<file path="src/rtl/uart_tx_serializer_pkg.sv">
// Shared types and constants for the UART transmit path.
package UartStruct;

    typedef enum logic [1:0] {
        IDLE  = 2'd0,
        START = 2'd1,
        DATA  = 2'd2,
        STOP  = 2'd3
    } uart_tx_state_t;

    localparam int UART_DATA_BITS  = 8;
    localparam int UART_FRAME_BITS = 10;

endpackage

</file>
<file path="src/rtl/uart_tx_serializer_byte_fifo.sv">
// Synchronous byte FIFO with a registered head-of-queue output, so rd_data
// already holds the oldest entry in the first cycle that empty is low.
module uart_byte_fifo #(
    parameter int FIFO_DEPTH = 16
) (
    input  logic                        clk,
    input  logic                        rst,
    input  logic                        push,
    input  logic                        pop,
    input  logic [7:0]                  wr_data,
    output logic [7:0]                  rd_data,
    output logic                        full,
    output logic                        empty,
    output logic [$clog2(FIFO_DEPTH):0] count
);

    localparam int AW = $clog2(FIFO_DEPTH);
    localparam int CW = AW + 1;

    logic [7:0]    mem_q [FIFO_DEPTH];
    logic [7:0]    mem_d [FIFO_DEPTH];
    logic [AW-1:0] wr_ptr_q, wr_ptr_d;
    logic [AW-1:0] rd_ptr_q, rd_ptr_d;
    logic [CW-1:0] count_q, count_d;
    logic [7:0]    rd_data_q, rd_data_d;
    logic          push_ok_s, pop_ok_s;

    assign full      = (count_q == CW'(FIFO_DEPTH));
    assign empty     = (count_q == CW'(0));
    assign count     = count_q;
    assign rd_data   = rd_data_q;
    assign push_ok_s = push && !full;
    assign pop_ok_s  = pop && !empty;

    // Pointer, occupancy and head-register next state.
    always_comb begin
        mem_d    = mem_q;
        wr_ptr_d = wr_ptr_q;
        rd_ptr_d = rd_ptr_q;
        count_d  = count_q;
        if (push_ok_s) begin
            mem_d[wr_ptr_q] = wr_data;
            wr_ptr_d        = wr_ptr_q + AW'(1);
        end else begin
            wr_ptr_d = wr_ptr_q;
        end
        if (pop_ok_s) begin
            rd_ptr_d = rd_ptr_q + AW'(1);
        end else begin
            rd_ptr_d = rd_ptr_q;
        end
        case ({push_ok_s, pop_ok_s})
            2'b10:   count_d = count_q + CW'(1);
            2'b01:   count_d = count_q - CW'(1);
            default: count_d = count_q;
        endcase
        // The slot being written becomes the head when it is the only entry left.
        if (push_ok_s && (wr_ptr_q == rd_ptr_d)) begin
            rd_data_d = wr_data;
        end else begin
            rd_data_d = mem_q[rd_ptr_d];
        end
    end

    // Storage array; contents need no reset because count gates visibility.
    always_ff @(posedge clk) begin
        mem_q <= mem_d;
    end

    // Control registers with synchronous reset.
    always_ff @(posedge clk) begin
        if (rst) begin
            wr_ptr_q  <= '0;
            rd_ptr_q  <= '0;
            count_q   <= '0;
            rd_data_q <= 8'h00;
        end else begin
            wr_ptr_q  <= wr_ptr_d;
            rd_ptr_q  <= rd_ptr_d;
            count_q   <= count_d;
            rd_data_q <= rd_data_d;
        end
    end

endmodule

</file>
<file path="src/rtl/uart_tx_serializer.sv">
// 8N1 UART transmitter: byte FIFO in front of a start/data/stop bit FSM.
// All outputs are registered from the FSM's next state so they line up with it.
module uart_tx_serializer
    import UartStruct::*;
#(
    parameter int CLK_DIV    = 868,
    parameter int FIFO_DEPTH = 16
) (
    input  logic                        clk,
    input  logic                        rst,
    input  logic                        in_valid,
    input  logic [7:0]                  in_data,
    output logic                        in_ready,
    output logic                        txd,
    output logic                        tx_busy,
    output logic                        tx_done,
    output logic [$clog2(FIFO_DEPTH):0] fifo_count
);

    localparam int BW = (CLK_DIV > 2) ? $clog2(CLK_DIV) : 1;
    localparam int CW = $clog2(FIFO_DEPTH) + 1;
    localparam logic [BW-1:0] BCNT_LAST = BW'(CLK_DIV - 1);
    localparam logic [2:0]    BIDX_LAST = 3'(UART_DATA_BITS - 1);

    uart_tx_state_t state_q, state_d;
    logic [BW-1:0]  bcnt_q, bcnt_d;
    logic [2:0]     bidx_q, bidx_d;
    logic [7:0]     shreg_q, shreg_d;
    logic           txd_q, txd_d;
    logic           tx_done_q, tx_done_d;
    logic           tx_busy_q, tx_busy_d;

    logic           push_s, pop_s;
    logic           fifo_full_s, fifo_empty_s;
    logic [7:0]     fifo_rd_data_s;
    logic [CW-1:0]  count_nxt_s;

    assign in_ready = !fifo_full_s;
    assign push_s   = in_valid && !fifo_full_s;
    assign txd      = txd_q;
    assign tx_done  = tx_done_q;
    assign tx_busy  = tx_busy_q;

    uart_byte_fifo #(
        .FIFO_DEPTH (FIFO_DEPTH)
    ) u_fifo (
        .clk     (clk),
        .rst     (rst),
        .push    (push_s),
        .pop     (pop_s),
        .wr_data (in_data),
        .rd_data (fifo_rd_data_s),
        .full    (fifo_full_s),
        .empty   (fifo_empty_s),
        .count   (fifo_count)
    );

    // Bit-timing FSM plus next-cycle values of the registered outputs.
    always_comb begin
        state_d = state_q;
        bcnt_d  = bcnt_q;
        bidx_d  = bidx_q;
        shreg_d = shreg_q;
        pop_s   = 1'b0;
        case (state_q)
            IDLE: begin
                if (!fifo_empty_s) begin
                    pop_s   = 1'b1;
                    shreg_d = fifo_rd_data_s;
                    bcnt_d  = '0;
                    state_d = START;
                end else begin
                    state_d = IDLE;
                end
            end
            START: begin
                if (bcnt_q == BCNT_LAST) begin
                    bcnt_d  = '0;
                    bidx_d  = 3'd0;
                    state_d = DATA;
                end else begin
                    bcnt_d = bcnt_q + BW'(1);
                end
            end
            DATA: begin
                if (bcnt_q == BCNT_LAST) begin
                    bcnt_d  = '0;
                    shreg_d = {1'b0, shreg_q[7:1]};
                    if (bidx_q == BIDX_LAST) begin
                        state_d = STOP;
                    end else begin
                        bidx_d = bidx_q + 3'd1;
                    end
                end else begin
                    bcnt_d = bcnt_q + BW'(1);
                end
            end
            STOP: begin
                if (bcnt_q == BCNT_LAST) begin
                    bcnt_d = '0;
                    if (!fifo_empty_s) begin
                        pop_s   = 1'b1;
                        shreg_d = fifo_rd_data_s;
                        state_d = START;
                    end else begin
                        state_d = IDLE;
                    end
                end else begin
                    bcnt_d = bcnt_q + BW'(1);
                end
            end
            default: begin
                state_d = IDLE;
                bcnt_d  = '0;
                bidx_d  = 3'd0;
            end
        endcase

        case ({push_s, pop_s})
            2'b10:   count_nxt_s = fifo_count + CW'(1);
            2'b01:   count_nxt_s = fifo_count - CW'(1);
            default: count_nxt_s = fifo_count;
        endcase

        case (state_d)
            START:   txd_d = 1'b0;
            DATA:    txd_d = shreg_d[0];
            default: txd_d = 1'b1;
        endcase
        tx_done_d = (state_d == STOP) && (bcnt_d == BCNT_LAST);
        tx_busy_d = (state_d != IDLE) || (count_nxt_s != CW'(0));
    end

    // State and output registers with synchronous reset.
    always_ff @(posedge clk) begin
        if (rst) begin
            state_q   <= IDLE;
            bcnt_q    <= '0;
            bidx_q    <= 3'd0;
            shreg_q   <= 8'h00;
            txd_q     <= 1'b1;
            tx_done_q <= 1'b0;
            tx_busy_q <= 1'b0;
        end else begin
            state_q   <= state_d;
            bcnt_q    <= bcnt_d;
            bidx_q    <= bidx_d;
            shreg_q   <= shreg_d;
            txd_q     <= txd_d;
            tx_done_q <= tx_done_d;
            tx_busy_q <= tx_busy_d;
        end
    end

endmodule

</file>
<file path="config.mk">
export PLATFORM = sky130hd
export DESIGN_NAME = uart_tx_serializer
export DESIGN_NICKNAME = d
export VERILOG_FILES = /design/src/rtl/uart_tx_serializer_pkg.sv /design/src/rtl/uart_tx_serializer_byte_fifo.sv /design/src/rtl/uart_tx_serializer.sv
export SDC_FILE = /design/constraint.sdc
export NUM_CORES = 1
export LEC_CHECK = 0
export CORE_MARGIN = 5
export CORE_UTILIZATION = 47
export CTS_CLUSTER_DIAMETER = 50
export CTS_CLUSTER_SIZE = 25
export DETAILED_ROUTE_END_ITERATION = 12
export SETUP_SLACK_MARGIN = 0.15
export SKIP_LAST_GASP = 1
export SYNTH_ARGS = -nofsm -noshare
export SYNTH_HDL_FRONTEND = slang
export SYNTH_SLANG_ARGS = --single-unit
</file>
<file path="constraint.sdc">
create_clock -name clk -period 3.8 [get_ports clk]
set_input_delay 0.57 -clock clk [delete_from_list [all_inputs] [get_ports clk]]
set_output_delay 0.57 -clock clk [all_outputs]
set_load 0.02 [all_outputs]
</file>
==> flow_summary.yaml <==
critical_path:
  critPathCaptureType: "register"
  crit_fanout: 34
  required_ns: 4.09
  critPathKind: "register to register"
  rr_worst_depth: 8
  cp.arrival_ns: 3.51
  startpoint_type: "register"
clock_tree:
  cts_root_buf: "clkbuf_16"
  cts_setup_buffers: 0
  path_clk_slew_ns: 0.07
  postCtsHoldBufs: 0
  cts_made_buffers: 17
  clkLatencyLatePin_ns: 0.44
  cts_sinks: 175
  cts_tree: "done"
  cts-resized-gates: 0
  clockBufferDepth: 2
  htreeDepth: 4
power:
  peakVddDrop_mv: 0.403
  total_leakage_power_nw: 3.50
  power_density_mw_per_mm2: 690
  power_mw: 7.36
  combPwrFrac: 0.435
  p_clk_frac: 0.237
  p_switching_mw: 2.86
  pwr-share-seq: 0.328
  p_int_mw: 4.49
  p_sw_frac: 0.389
synthesis:
  synth_cells: 781
  mappedNetlistNets: 815
  ys_ff_latch: 175
  postSynthAreaPerCell_um2: 12.3
  ys_seq_area_frac: 0.499
  syn-cell-area_mm2: 0.00960
  async_flop_share: 0
  ys.flop_type: "edfxtp_1"
  yosysUniqueCellTypes: 69
  yosys_warnings: 0
  synth-edff-count: 128
routing:
  drt_iter0_markers: 818
  routedWlPerCell_um: 22.4
  viasPerCell: 6.37
  drc: 0
  firstDrtPassIters: 6
  routed_wl_um: 24000
  vias: 6813
  antenna_left: 0
sta:
  final-hold-violation-count: 0
  tightest_slew_ns: 0.937
  clock-skew-final_ns: 0.0133
  drv_slew: 0
  setup_violations: 0
  slew_headroom: 0.373
  fmax_mhz: 310
  min_period_ns: 3.22
  rsz0062_at_grt: "no"
  hold_ws_ns: 0.465
  finalCritPeriodShare: 0.848
  fin_tns_setup_ns: 0
placed_design:
  placed_area_mm2: 0.0101
  hpwl_um: 16300
  port_buffers: 19
  gp_congestion: 0.871
hold_path:
  whs_path_depth: 2
  hold_path_class: "register to register"
die:
  dieArea_mm2: 0.0234
  num_io_pins: 20
  rows: 52
  initial_core_util: 0.476
  die_h_um: 153
  die_x_um: 153
  core_mm2: 0.0202
layout:
  layout_commonest_cell: "edfxtp_1"
  nets: 821
  finish.instance_area_mm2: 0.0107
  final_cell_mix: "edfxtp_1, nand2_1, nor2_1, mux4_2, dfxtp_1"
  drive_above_1_share: 0.179
  syn_to_final_growth_pct: 11.1
  antenna_cells: 0
grt:
  first_global_vias: 6653
  grt_usage: 0.205
  grt-ovfl-total: 0
  antenna_found_initial: 0
  grt_pass1_wl_um: 37700
  grt_max_degree: 51
run:
  drv_cap: 0
run_status:
  outcome: "completed"
## worst paths after layout
path / start / slack (ns) / to
min reg2reg: bidx_q[1] / 0.47 / bidx_q[1]
min: bidx_q[1] / 0.47 / bidx_q[1]
max reg2reg: state_q[0] / 0.58 / u_fifo.rd_data[3]
max: state_q[0] / 0.58 / u_fifo.rd_data[3]
## cell usage after synthesis, drive strengths merged (3+ instances only)
cell type	number	share of area
o31ai	3	0.0023
o311a	4	0.0042
a21oi	24	0.013
a31oi	9	0.0074
dfxtp	47	0.098
nand4bb	3	0.0035
nand3	24	0.013
nand3b	12	0.0094
nor3	14	0.0073
a211oi	11	0.0086
a222oi	8	0.0083
a22oi	18	0.014
a21o	10	0.0078
nand4b	3	0.0027
a41oi	16	0.015
inv	18	0.0070
nand2	59	0.023
a32oi	11	0.010
o41ai	8	0.0073
mux2	24	0.028
nor2	55	0.022
nor2b	6	0.0039
nand4	5	0.0033
clkinv	3	0.0012
edfxtp	128	0.40
o211ai	14	0.011
nand2b	16	0.010
mux2i	25	0.026
clkbuf	31	0.012
o21ai	19	0.0099
and3	6	0.0039
nor4	6	0.0055
mux4	48	0.11
buf	25	0.014
xor2	4	0.0037
and2	3	0.0020
xnor2	12	0.011
ha	23	0.030
or3	3	0.0020
## layout make-up
class                      instances  area (um^2)
clock buffer                      17          425
fill                            1729         9510
inverter                          21         78.8
timing repair buffer              43          370
clock inverter                    15          171
tap                              270          338
sequential                       175         4790
multi-input combinational        529         4490
## worst max-delay path, stage by stage, from the launching register on
cell and delay (ns):
dfxtp_1 0.37, ha_1 0.28, and4bb_2 0.27, a31oi_4 0.45
nor2_1 0.18, inv_2 0.57, mux2_2 0.41, a222oi_1 0.37
a31oi_1 0.15
## power groups by stage
stage	sequential [mW]	combinational, mW	clock, mW
after floorplan	2.35	2.46	0
after global placement	2.44	3.10	0
after detailed placement	2.45	3.16	0
after CTS	2.41	3.18	1.76
after global routing	2.44	3.45	1.85
final	2.41	3.20	1.74
## cell families (layout without fill, tap and decap cells)
family,after synthesis,in the layout,synth area share
and+or+nand+nor,223,223,0.121
DFF,175,175,0.499
AOI/OAI and AO/OA,169,169,0.132
muxes,97,97,0.167
buffers and inverters,77,96,0.0344
adders and majority gates,23,23,0.0300
xor gates and xnor gates,17,17,0.0169
## routing by layer
layer	track usage	wire [um]	vias up	part of all wire
met3	0.0438	1540	27	0.064
li1	-	-	3097	-
met2	0.339	11800	264	0.49
met4	0.0454	282	0	0.012
met5	0	0	-	0
met1	0.282	10400	3425	0.43
## stage by stage
stage | utilization | worst slack [ns] | instances
floorplan | - | 1.12 | 781
global placement | 0.499 | 0.762 | 1038
detailed placement | 0.499 | 0.583 | 1038
CTS | 0.529 | 0.563 | 1070
global route | 0.529 | 0.420 | 1070
finish | 0.529 | 0.578 | 1070
## state kept, by name, summed over array words and instances (netlist names)
register and count:
u_fifo.mem_q 128, u_fifo.wr_ptr_q 4, bcnt_q 10, bidx_q 3
u_fifo.count 5, u_fifo.rd_data 8, state_q 2, tx_busy 1
shreg_q 8, txd 1, tx_done 1, u_fifo.rd_ptr_q 4
No activity file was read; power rests on OpenSTA's default activity.
